$ cat src/rtl/regfile_mp_scoreboard_pkg.sv
// Shared register-file definitions: default geometry and the hard-wired zero register.
package regfile_mp_scoreboard_pkg;
   localparam int DW_DEF   = 32;
   localparam int AW_DEF   = 5;
   localparam int NR_DEF   = 2;
   localparam int REG_ZERO = 0;
endpackage

$ cat src/rtl/regfile_mp_scoreboard_if.sv
// Decode-side read ports plus the W0/W1 write ports and scoreboard lock request.
interface regfile_mp_scoreboard_if #(
   parameter int DW = 32,
   parameter int AW = 5,
   parameter int NR = 2
);
   logic [NR*AW-1:0] rd_addr;
   logic [NR*DW-1:0] rd_data;
   logic [NR-1:0]    rd_busy;
   logic             w0_en;
   logic [AW-1:0]    w0_addr;
   logic [DW-1:0]    w0_data;
   logic [31:0]      w0_pc;
   logic             w1_en;
   logic [AW-1:0]    w1_addr;
   logic [DW-1:0]    w1_data;
   logic [31:0]      w1_pc;
   logic             lock_en;
   logic [AW-1:0]    lock_addr;

   modport master (
      output rd_addr, w0_en, w0_addr, w0_data, w0_pc,
             w1_en, w1_addr, w1_data, w1_pc, lock_en, lock_addr,
      input  rd_data, rd_busy
   );
   modport slave (
      input  rd_addr, w0_en, w0_addr, w0_data, w0_pc,
             w1_en, w1_addr, w1_data, w1_pc, lock_en, lock_addr,
      output rd_data, rd_busy
   );
endinterface

$ cat src/rtl/regfile_mp_scoreboard_read_port.sv
// One combinational read port: zero register, W0/W1 write-through bypass, busy qualification.
module regfile_read_port
   import regfile_mp_scoreboard_pkg::*;
#(
   parameter int DW = DW_DEF,
   parameter int AW = AW_DEF
) (
   input  logic          reset,
   input  logic [AW-1:0] addr,
   input  logic          w0_en,
   input  logic [AW-1:0] w0_addr,
   input  logic [DW-1:0] w0_data,
   input  logic          w1_en,
   input  logic [AW-1:0] w1_addr,
   input  logic [DW-1:0] w1_data,
   input  logic [DW-1:0] stored,
   input  logic          busy_bit,
   output logic [DW-1:0] data,
   output logic          busy
);
   logic is_zero, w0_hit, w1_hit;

   assign is_zero = (addr == AW'(REG_ZERO));
   assign w0_hit  = w0_en && (w0_addr == addr);
   assign w1_hit  = w1_en && (w1_addr == addr);

   // Priority order keeps the bypass equal to whatever the next edge stores.
   always_comb begin
      data = stored;
      if (reset || is_zero) data = '0;
      else if (w0_hit)      data = w0_data;
      else if (w1_hit)      data = w1_data;
   end

   // A result retiring this cycle is already on the bypass, so it does not stall.
   assign busy = busy_bit && !w1_hit && !is_zero && !reset;
endmodule

$ cat src/rtl/regfile_mp_scoreboard.sv
// Multi-port register file with write-through bypass and per-register W1 busy scoreboard.
// Optional macro REGFILE_TRACE_EN prints one line per landed write.
module regfile_mp_scoreboard
   import regfile_mp_scoreboard_pkg::*;
#(
   parameter int DW = DW_DEF,
   parameter int AW = AW_DEF,
   parameter int NR = NR_DEF
) (
   input  logic                  clk,
   input  logic                  reset,
   regfile_mp_scoreboard_if.slave bus
);
   localparam int DEPTH = 1 << AW;

   if (NR < 1 || NR > 4) begin : g_bad_nr
      $error("regfile_mp_scoreboard: NR must be in 1..4");
   end

   logic [DW-1:0]    mem [DEPTH];
   logic [DEPTH-1:0] busy, busy_nxt;
   logic             w0_land, w1_land;

   assign w0_land = bus.w0_en && (bus.w0_addr != AW'(REG_ZERO));
   // W1 loses to a same-address W0 in the same cycle.
   assign w1_land = bus.w1_en && (bus.w1_addr != AW'(REG_ZERO))
                    && !(w0_land && (bus.w0_addr == bus.w1_addr));

   always_ff @(posedge clk or posedge reset) begin
      if (reset) begin
         for (int i = 0; i < DEPTH; i++) mem[i] <= '0;
      end else begin
         if (w1_land) mem[bus.w1_addr] <= bus.w1_data;
         if (w0_land) mem[bus.w0_addr] <= bus.w0_data;
      end
   end

   // Lock is applied after the retire-clear so a new issue overrides a retiring result.
   always_comb begin
      busy_nxt = busy;
      if (bus.w1_en)   busy_nxt[bus.w1_addr]   = 1'b0;
      if (bus.lock_en) busy_nxt[bus.lock_addr] = 1'b1;
      busy_nxt[REG_ZERO] = 1'b0;
   end

   always_ff @(posedge clk or posedge reset) begin
      if (reset) busy <= '0;
      else       busy <= busy_nxt;
   end

   for (genvar k = 0; k < NR; k++) begin : g_rd
      logic [AW-1:0] addr;
      logic [DW-1:0] data;
      logic          pbusy;

      assign addr = bus.rd_addr[k*AW +: AW];

      regfile_read_port #(.DW(DW), .AW(AW)) u_port (
         .reset    (reset),
         .addr     (addr),
         .w0_en    (bus.w0_en),
         .w0_addr  (bus.w0_addr),
         .w0_data  (bus.w0_data),
         .w1_en    (bus.w1_en),
         .w1_addr  (bus.w1_addr),
         .w1_data  (bus.w1_data),
         .stored   (mem[addr]),
         .busy_bit (busy[addr]),
         .data     (data),
         .busy     (pbusy)
      );

      assign bus.rd_data[k*DW +: DW] = data;
      assign bus.rd_busy[k]          = pbusy;
   end

`ifdef REGFILE_TRACE_EN
   always @(posedge clk) begin
      if (!reset) begin
         if (w0_land) $display("@%h: $%d <= %h", bus.w0_pc, bus.w0_addr, bus.w0_data);
         if (w1_land) $display("@%h: $%d <= %h", bus.w1_pc, bus.w1_addr, bus.w1_data);
      end
   end
`else
   logic unused_pc;
   assign unused_pc = ^{bus.w0_pc, bus.w1_pc};
`endif
endmodule

$ cat src/flat_wrapper.sv
// flat-port wrapper written by rule: the top's interface ports become plain ports
module regfile_mp_scoreboard_flat import regfile_mp_scoreboard_pkg::*;
#(
   parameter int DW = DW_DEF,
   parameter int AW = AW_DEF,
   parameter int NR = NR_DEF
)
  (clk, reset, bus_rd_addr, bus_w0_en, bus_w0_addr, bus_w0_data, bus_w0_pc, bus_w1_en, bus_w1_addr, bus_w1_data, bus_w1_pc, bus_lock_en, bus_lock_addr, bus_rd_data, bus_rd_busy);
  regfile_mp_scoreboard_if #(.DW(DW), .AW(AW), .NR(NR)) bus_i ();
  input  logic clk;
  input  logic reset;
  input wire logic [$bits(bus_i.rd_addr)-1:0] bus_rd_addr;
  input wire logic [$bits(bus_i.w0_en)-1:0] bus_w0_en;
  input wire logic [$bits(bus_i.w0_addr)-1:0] bus_w0_addr;
  input wire logic [$bits(bus_i.w0_data)-1:0] bus_w0_data;
  input wire logic [$bits(bus_i.w0_pc)-1:0] bus_w0_pc;
  input wire logic [$bits(bus_i.w1_en)-1:0] bus_w1_en;
  input wire logic [$bits(bus_i.w1_addr)-1:0] bus_w1_addr;
  input wire logic [$bits(bus_i.w1_data)-1:0] bus_w1_data;
  input wire logic [$bits(bus_i.w1_pc)-1:0] bus_w1_pc;
  input wire logic [$bits(bus_i.lock_en)-1:0] bus_lock_en;
  input wire logic [$bits(bus_i.lock_addr)-1:0] bus_lock_addr;
  output wire logic [$bits(bus_i.rd_data)-1:0] bus_rd_data;
  output wire logic [$bits(bus_i.rd_busy)-1:0] bus_rd_busy;
  assign bus_i.rd_addr = bus_rd_addr;
  assign bus_i.w0_en = bus_w0_en;
  assign bus_i.w0_addr = bus_w0_addr;
  assign bus_i.w0_data = bus_w0_data;
  assign bus_i.w0_pc = bus_w0_pc;
  assign bus_i.w1_en = bus_w1_en;
  assign bus_i.w1_addr = bus_w1_addr;
  assign bus_i.w1_data = bus_w1_data;
  assign bus_i.w1_pc = bus_w1_pc;
  assign bus_i.lock_en = bus_lock_en;
  assign bus_i.lock_addr = bus_lock_addr;
  assign bus_rd_data = bus_i.rd_data;
  assign bus_rd_busy = bus_i.rd_busy;
  regfile_mp_scoreboard #(.DW(DW), .AW(AW), .NR(NR)) u_core (.clk(clk), .reset(reset), .bus(bus_i));
endmodule
$ cat config.mk
export PLATFORM = sky130hd
export DESIGN_NAME = regfile_mp_scoreboard_flat
export DESIGN_NICKNAME = d
export VERILOG_FILES = /design/src/rtl/regfile_mp_scoreboard_pkg.sv /design/src/rtl/regfile_mp_scoreboard_if.sv /design/src/rtl/regfile_mp_scoreboard_read_port.sv /design/src/rtl/regfile_mp_scoreboard.sv /design/src/flat_wrapper.sv
export SDC_FILE = /design/constraint.sdc
export NUM_CORES = 2
export LEC_CHECK = 0
export ABC_CLOCK_PERIOD_IN_PS = 59700
export CORE_MARGIN = 1
export CORE_UTILIZATION = 50
export DETAILED_ROUTE_END_ITERATION = 6
export PLACE_DENSITY_LB_ADDON = 0.08
export REMOVE_ABC_BUFFERS = 1
export SETUP_SLACK_MARGIN = 0.2
export SYNTH_ARGS = -nofsm -noshare
export SYNTH_HDL_FRONTEND = slang
export SYNTH_SLANG_ARGS = --single-unit
$ cat constraint.sdc
create_clock -name clk -period 59.7 [get_ports clk]
set_input_delay 11.94 -clock clk [delete_from_list [all_inputs] [get_ports clk]]
set_output_delay 11.94 -clock clk [all_outputs]
set_load 0.02 [all_outputs]
* Yosys cells after proc, flatten, opt, wreduce, memory -nomap -nowiden
Cells that the tools add are included.
** Storage, ports and cells
- Register bits after elaboration :: 1055
- Output and inout bits :: 66
- Word-level logic and storage cells :: 117
** Operators by class
- Magnitude comparators :: 12
- Equality and inequality tests :: 5
- Mux-type cells :: 30
- Bitwise gates (word level) :: 7
- Reductions and logical operators :: 30
** Operator list (number)
- $bwmux 1024 :: 2
- $mux 1024 :: 2
- $mux 32 :: 14
- $bmux 32 s5 :: 2
- $demux 32 s5 :: 2
- $and 32x32->32 :: 1
- $not 32->32 :: 1
- $or 32x32->32 :: 1
- $eq 5x5->1 :: 5
- $ge 6x6->1 const B :: 4
- $lt 5x6->1 const B :: 4
- $not 5->6 :: 4
- $logic_and 1x1->1 :: 18
- $lt 6x1->1 const B :: 2
- $bmux 1 s5 :: 2
- $demux 1 s5 :: 2
- $ge 5x1->1 const B :: 2
- $logic_not 5->1 :: 2
- $reduce_bool 5->1 :: 2
- $logic_not 1->1 :: 6
- $mux 1 :: 4
- $logic_or 1x1->1 :: 2

* Depth between registers and ports, before layout
- Depth in word-level cells :: 9
- Mapped depth :: 12
- Gate-level depth less buffers :: 6

* Modules after synthesis
From an unflattened synthesis, not the netlist that was laid out.
** Unflattened totals
- Cell total of the unflattened synthesis :: 6369
- Area total of the unflattened synthesis :: 65868.2 um^2
** By module, submodules not included
- regfile_mp_scoreboard :: instances 1, cells an instance 6015, area each 63776.2 um^2, seq. area each 26400.3 um^2
- regfile_read_port :: instances 2, cells an instance 177, area each 1046.0 um^2, seq. area each 0.0 um^2

* Worst setup path after synthesis
No wires, ideal clock.
- Path kind :: input-to-output
- Start point :: in reset
- End point :: out bus_rd_data[63]
- Arrival :: 38402 ps
- Slack :: 9358 ps
- Stages :: 3
- Buffers on the path :: 0
- Path through :: inv_1 o31ai_1 nor4_1
** Between the ends
- Cells in the longest elaborated chain, start to end :: 2
** Ends and longest elaborated chain
- from (decl) :: line flat_wrapper.sv:11 : input logic reset;
- $logic_or 1x1->1 :: line regfile_mp_scoreboard_read_port.sv:30 : if (reset || is_zero) data = '0;
- $mux 32 :: line regfile_mp_scoreboard_read_port.sv:30
- to (decl) :: line flat_wrapper.sv:23 : output wire logic [$bits(bus_i.rd_data)-1:0] bus_rd_data;
No other way between the ends.

* Worst setup path in the final report
- Start point :: in bus_w0_addr[0]
- End point :: out bus_rd_data[36]
** Between the ends
- Cells in the longest elaborated chain, start to end :: 4
** Ends and longest elaborated chain
- from (decl) :: line flat_wrapper.sv:14 : input wire logic [$bits(bus_i.w0_addr)-1:0] bus_w0_addr;
- $eq 5x5->1 :: line regfile_mp_scoreboard_read_port.sv:24 : assign w0_hit = w0_en && (w0_addr == addr);
- $logic_and 1x1->1 :: line regfile_mp_scoreboard_read_port.sv:24
- $mux 32 :: line regfile_mp_scoreboard_read_port.sv:31 : else if (w0_hit) data = w0_data;
- $mux 32 :: line regfile_mp_scoreboard_read_port.sv:30
No other way between the ends.

==> flow_metrics.env <==
export IMPL_syn_cell_area_mm2=0.0673
export IMPL_antenna_found_initial=4
export IMPL_final_hold_viol_count=0
export IMPL_portBuffers=159
export IMPL_min_period_ns=29.48
export IMPL_synth_area_per_cell_um2=10.2
export IMPL_core_mm2=0.133
export IMPL_cap_violations=0
export IMPL_fin_nets=6414
export IMPL_skew_ns=0
export IMPL_dp_slack_ns=30.51
export IMPL_cellPowerDensity_mw_per_mm2=33.8
export IMPL_synth_flop_cell="dfrtp_1"
export IMPL_path_class="input port to output port"
export IMPL_drt_first_iter_violations=7421
export IMPL_cp_start_kind="input port"
export IMPL_setup_violations=0
export IMPL_critical_path_max_fanout=18
export IMPL_tns_ns=0
export IMPL_cts_resized_gates=0
export IMPL_slew_headroom_pct=13.6
export IMPL_grt_pass1_wl_mm=377
export IMPL_viasPerCell=6.76
export IMPL_peakVddDrop_v=0.0000287
export IMPL_whs_endpoint="u_core.mem[998]"
export IMPL_cts_hold_fix_buffers=0
export IMPL_endpoint_kind="output port"
export IMPL_drt_wl_total_mm=261
export IMPL_yosysTopAreaCell="dfrtp_1"
export IMPL_dpl_hpwl_mm=137
export IMPL_grt_max_degree=155
export IMPL_cts_num_sinks=1055
export IMPL_htree_levels=4
export IMPL_dieArea_mm2=0.136
export IMPL_syn_to_final_growth_pct=9.31
export IMPL_post_cts_buffers=0
export IMPL_synth_edf_count=0
export IMPL_ant_nets=0
export IMPL_holdCritStartpoint="u_core.mem[998]"
export IMPL_clk_latency_ns=0.76
export IMPL_globalplace_congestion=0.851
export IMPL_drtPass1Iterations=7
export IMPL_total_power_uw=2490
export IMPL_grt_overflow_total=0
export IMPL_ys_ff_latch=1055
export IMPL_post_drt_wl_per_cell_um=32.1
export IMPL_fin_crit_sh_pct=49.4
export IMPL_synthArstFlopShare_pct=100
export IMPL_yosys_area_top_type_share_pct=39.2
export IMPL_io_pins=224
export IMPL_setup_slack_ns=30.22
export IMPL_drive_gt1_share_pct=14.5
export IMPL_reg2reg_to="u_core.mem[317]"
export IMPL_r2r_cells=2
export IMPL_worstPathRequired_ns=47.76
export IMPL_violations="DRC"
export IMPL_cts_tree="built"
export IMPL_synth_most_common_cell="mux2i_1"
export IMPL_worstMarginPinSlew_ns=1.30
export IMPL_yosysWarnings=0
export IMPL_drc=1
export IMPL_synthCells=6627
export IMPL_fin_util_pct=55.1
export IMPL_die_w_um=369
export IMPL_cp_arrival_ns=17.54
export IMPL_vias=54953
export IMPL_min_path_cells=0
export IMPL_synth_cell_type_count=53
export IMPL_first_global_vias=52326
export IMPL_clock_root_buffer="clkbuf_16"
export IMPL_leakage_uw=0.0356
export IMPL_cts_buffers_inserted=131
export IMPL_crit_start="bus_w0_addr[0]"
export IMPL_finalMaxSlewViolations=0
export IMPL_clock_fmax_mhz=33.9
export IMPL_synth_common_cells="mux2i_1 (1,139), dfrtp_1 (1,055), a21oi_1 (637)"
export IMPL_outcome="finished, violations left"
export IMPL_cts_clk_slew_worst_paths_ns=0.06
export IMPL_r2r_setup_slack_ns=58.85
export IMPL_start_util_pct=50.4
export IMPL_die_h_um=369
export IMPL_grt_usage_pct=38.2
export IMPL_clockBufferDepth=3
export IMPL_ys_top_cells_by_area="dfrtp_1 (39%), mux2i_1 (17%), mux4_2 (15%), a21oi_1 (4.7%), nand2_1 (3.3%)"
export IMPL_hold_path_class="flop to flop"
export IMPL_num_rows=134
export IMPL_seq_area_frac_synth_pct=39.2
export IMPL_r2r_start="u_core.mem[317]"
export IMPL_rsz0062_at_grt="false"
-- area by class of cell --
class / instances / area (um^2)
clock buffer: 194 / 3840
inverter: 46 / 180
multi-input combinational: 4697 / 37500
tap: 1768 / 2210
timing repair buffer: 325 / 2890
clock inverter: 40 / 552
sequential: 1055 / 26400
antenna: 4 / 10.0
fill: 11766 / 59900
-- worst max-delay path, stage by stage --
cell and delay [ns]:
clkdlybuf4s50_1 0.90, xnor2_1 0.14, nand2_1 0.12, or3_2 0.72, buf_4 0.54, nand2_2 0.63, buf_4 0.46, a2111oi_0 1.06
nor3_1 0.29, clkdlybuf4s50_1 0.64
-- routing by layer --
layer / vias up / global-route usage [%] / part of all wire, %
li1: 23421 / - / -
met1: 27524 / 52.6 / 40
met2: 3299 / 56.7 / 44
met3: 703 / 8.95 / 10
met4: 6 / 18.3 / 5.2
met5: - / 0 / 0.012
-- sequential cells by signal (all words and copies together) (netlist names) --
| register | count |
|---|---|
| u_core.busy | 31 |
| u_core.mem | 1024 |
-- worst max-delay path by stage --
stage / end / depth (start not counted)
floorplan: bus_rd_data[62] / 3
global placement: bus_rd_data[54] / 10
detailed placement: bus_rd_data[54] / 10
CTS: bus_rd_data[54] / 10
global route: bus_rd_data[17] / 10
finish: bus_rd_data[36] / 10
-- report_power, final --
group	internal, uW	switching, uW	total, uW
sequential	903	144	1050
combinational	325	284	609
clock	494	336	830
-- metrics by stage --
step / hold slack (ns) / area (um^2) / instances
floorplan: 0.365 / 63500 / 5798
global placement: 0.377 / 69100 / 7891
detailed placement: 0.384 / 69100 / 7891
CTS: 0.399 / 73500 / 8125
global route: 0.403 / 73500 / 8125
finish: 0.398 / 73500 / 8129
-- cells by family (layout without fill, tap and decap cells) --
group	after synthesis	count (layout)	share of synthesized area (%)
simple gates	1545	1545	9.80
flops	1055	1055	39.2
buf+inv	875	605	5.85
compound gates	1540	1540	12.9
xor+xnor	25	25	0.325
mux	1587	1587	31.9
other cells	0	4	0
-- cells in the final DEF (no fill, tap or decap), types with 45 or more instances in the layout --
cell type	Yosys	layout
inv_1	46	45
clkbuf_16	0	135
mux4_2	445	445
nand2_1	599	564
buf_4	136	164
o21ai_0	346	346
o22ai_1	117	117
mux2i_1	1139	1139
a211oi_1	75	75
nor2b_1	48	45
o21ai_1	163	163
nor2_1	587	576
dfrtp_1	1055	1055
a22oi_1	60	60
clkdlybuf4s50_1	0	151
a21oi_1	637	636
nand3_1	139	136
No activity file was read; power rests on OpenSTA's default activity.
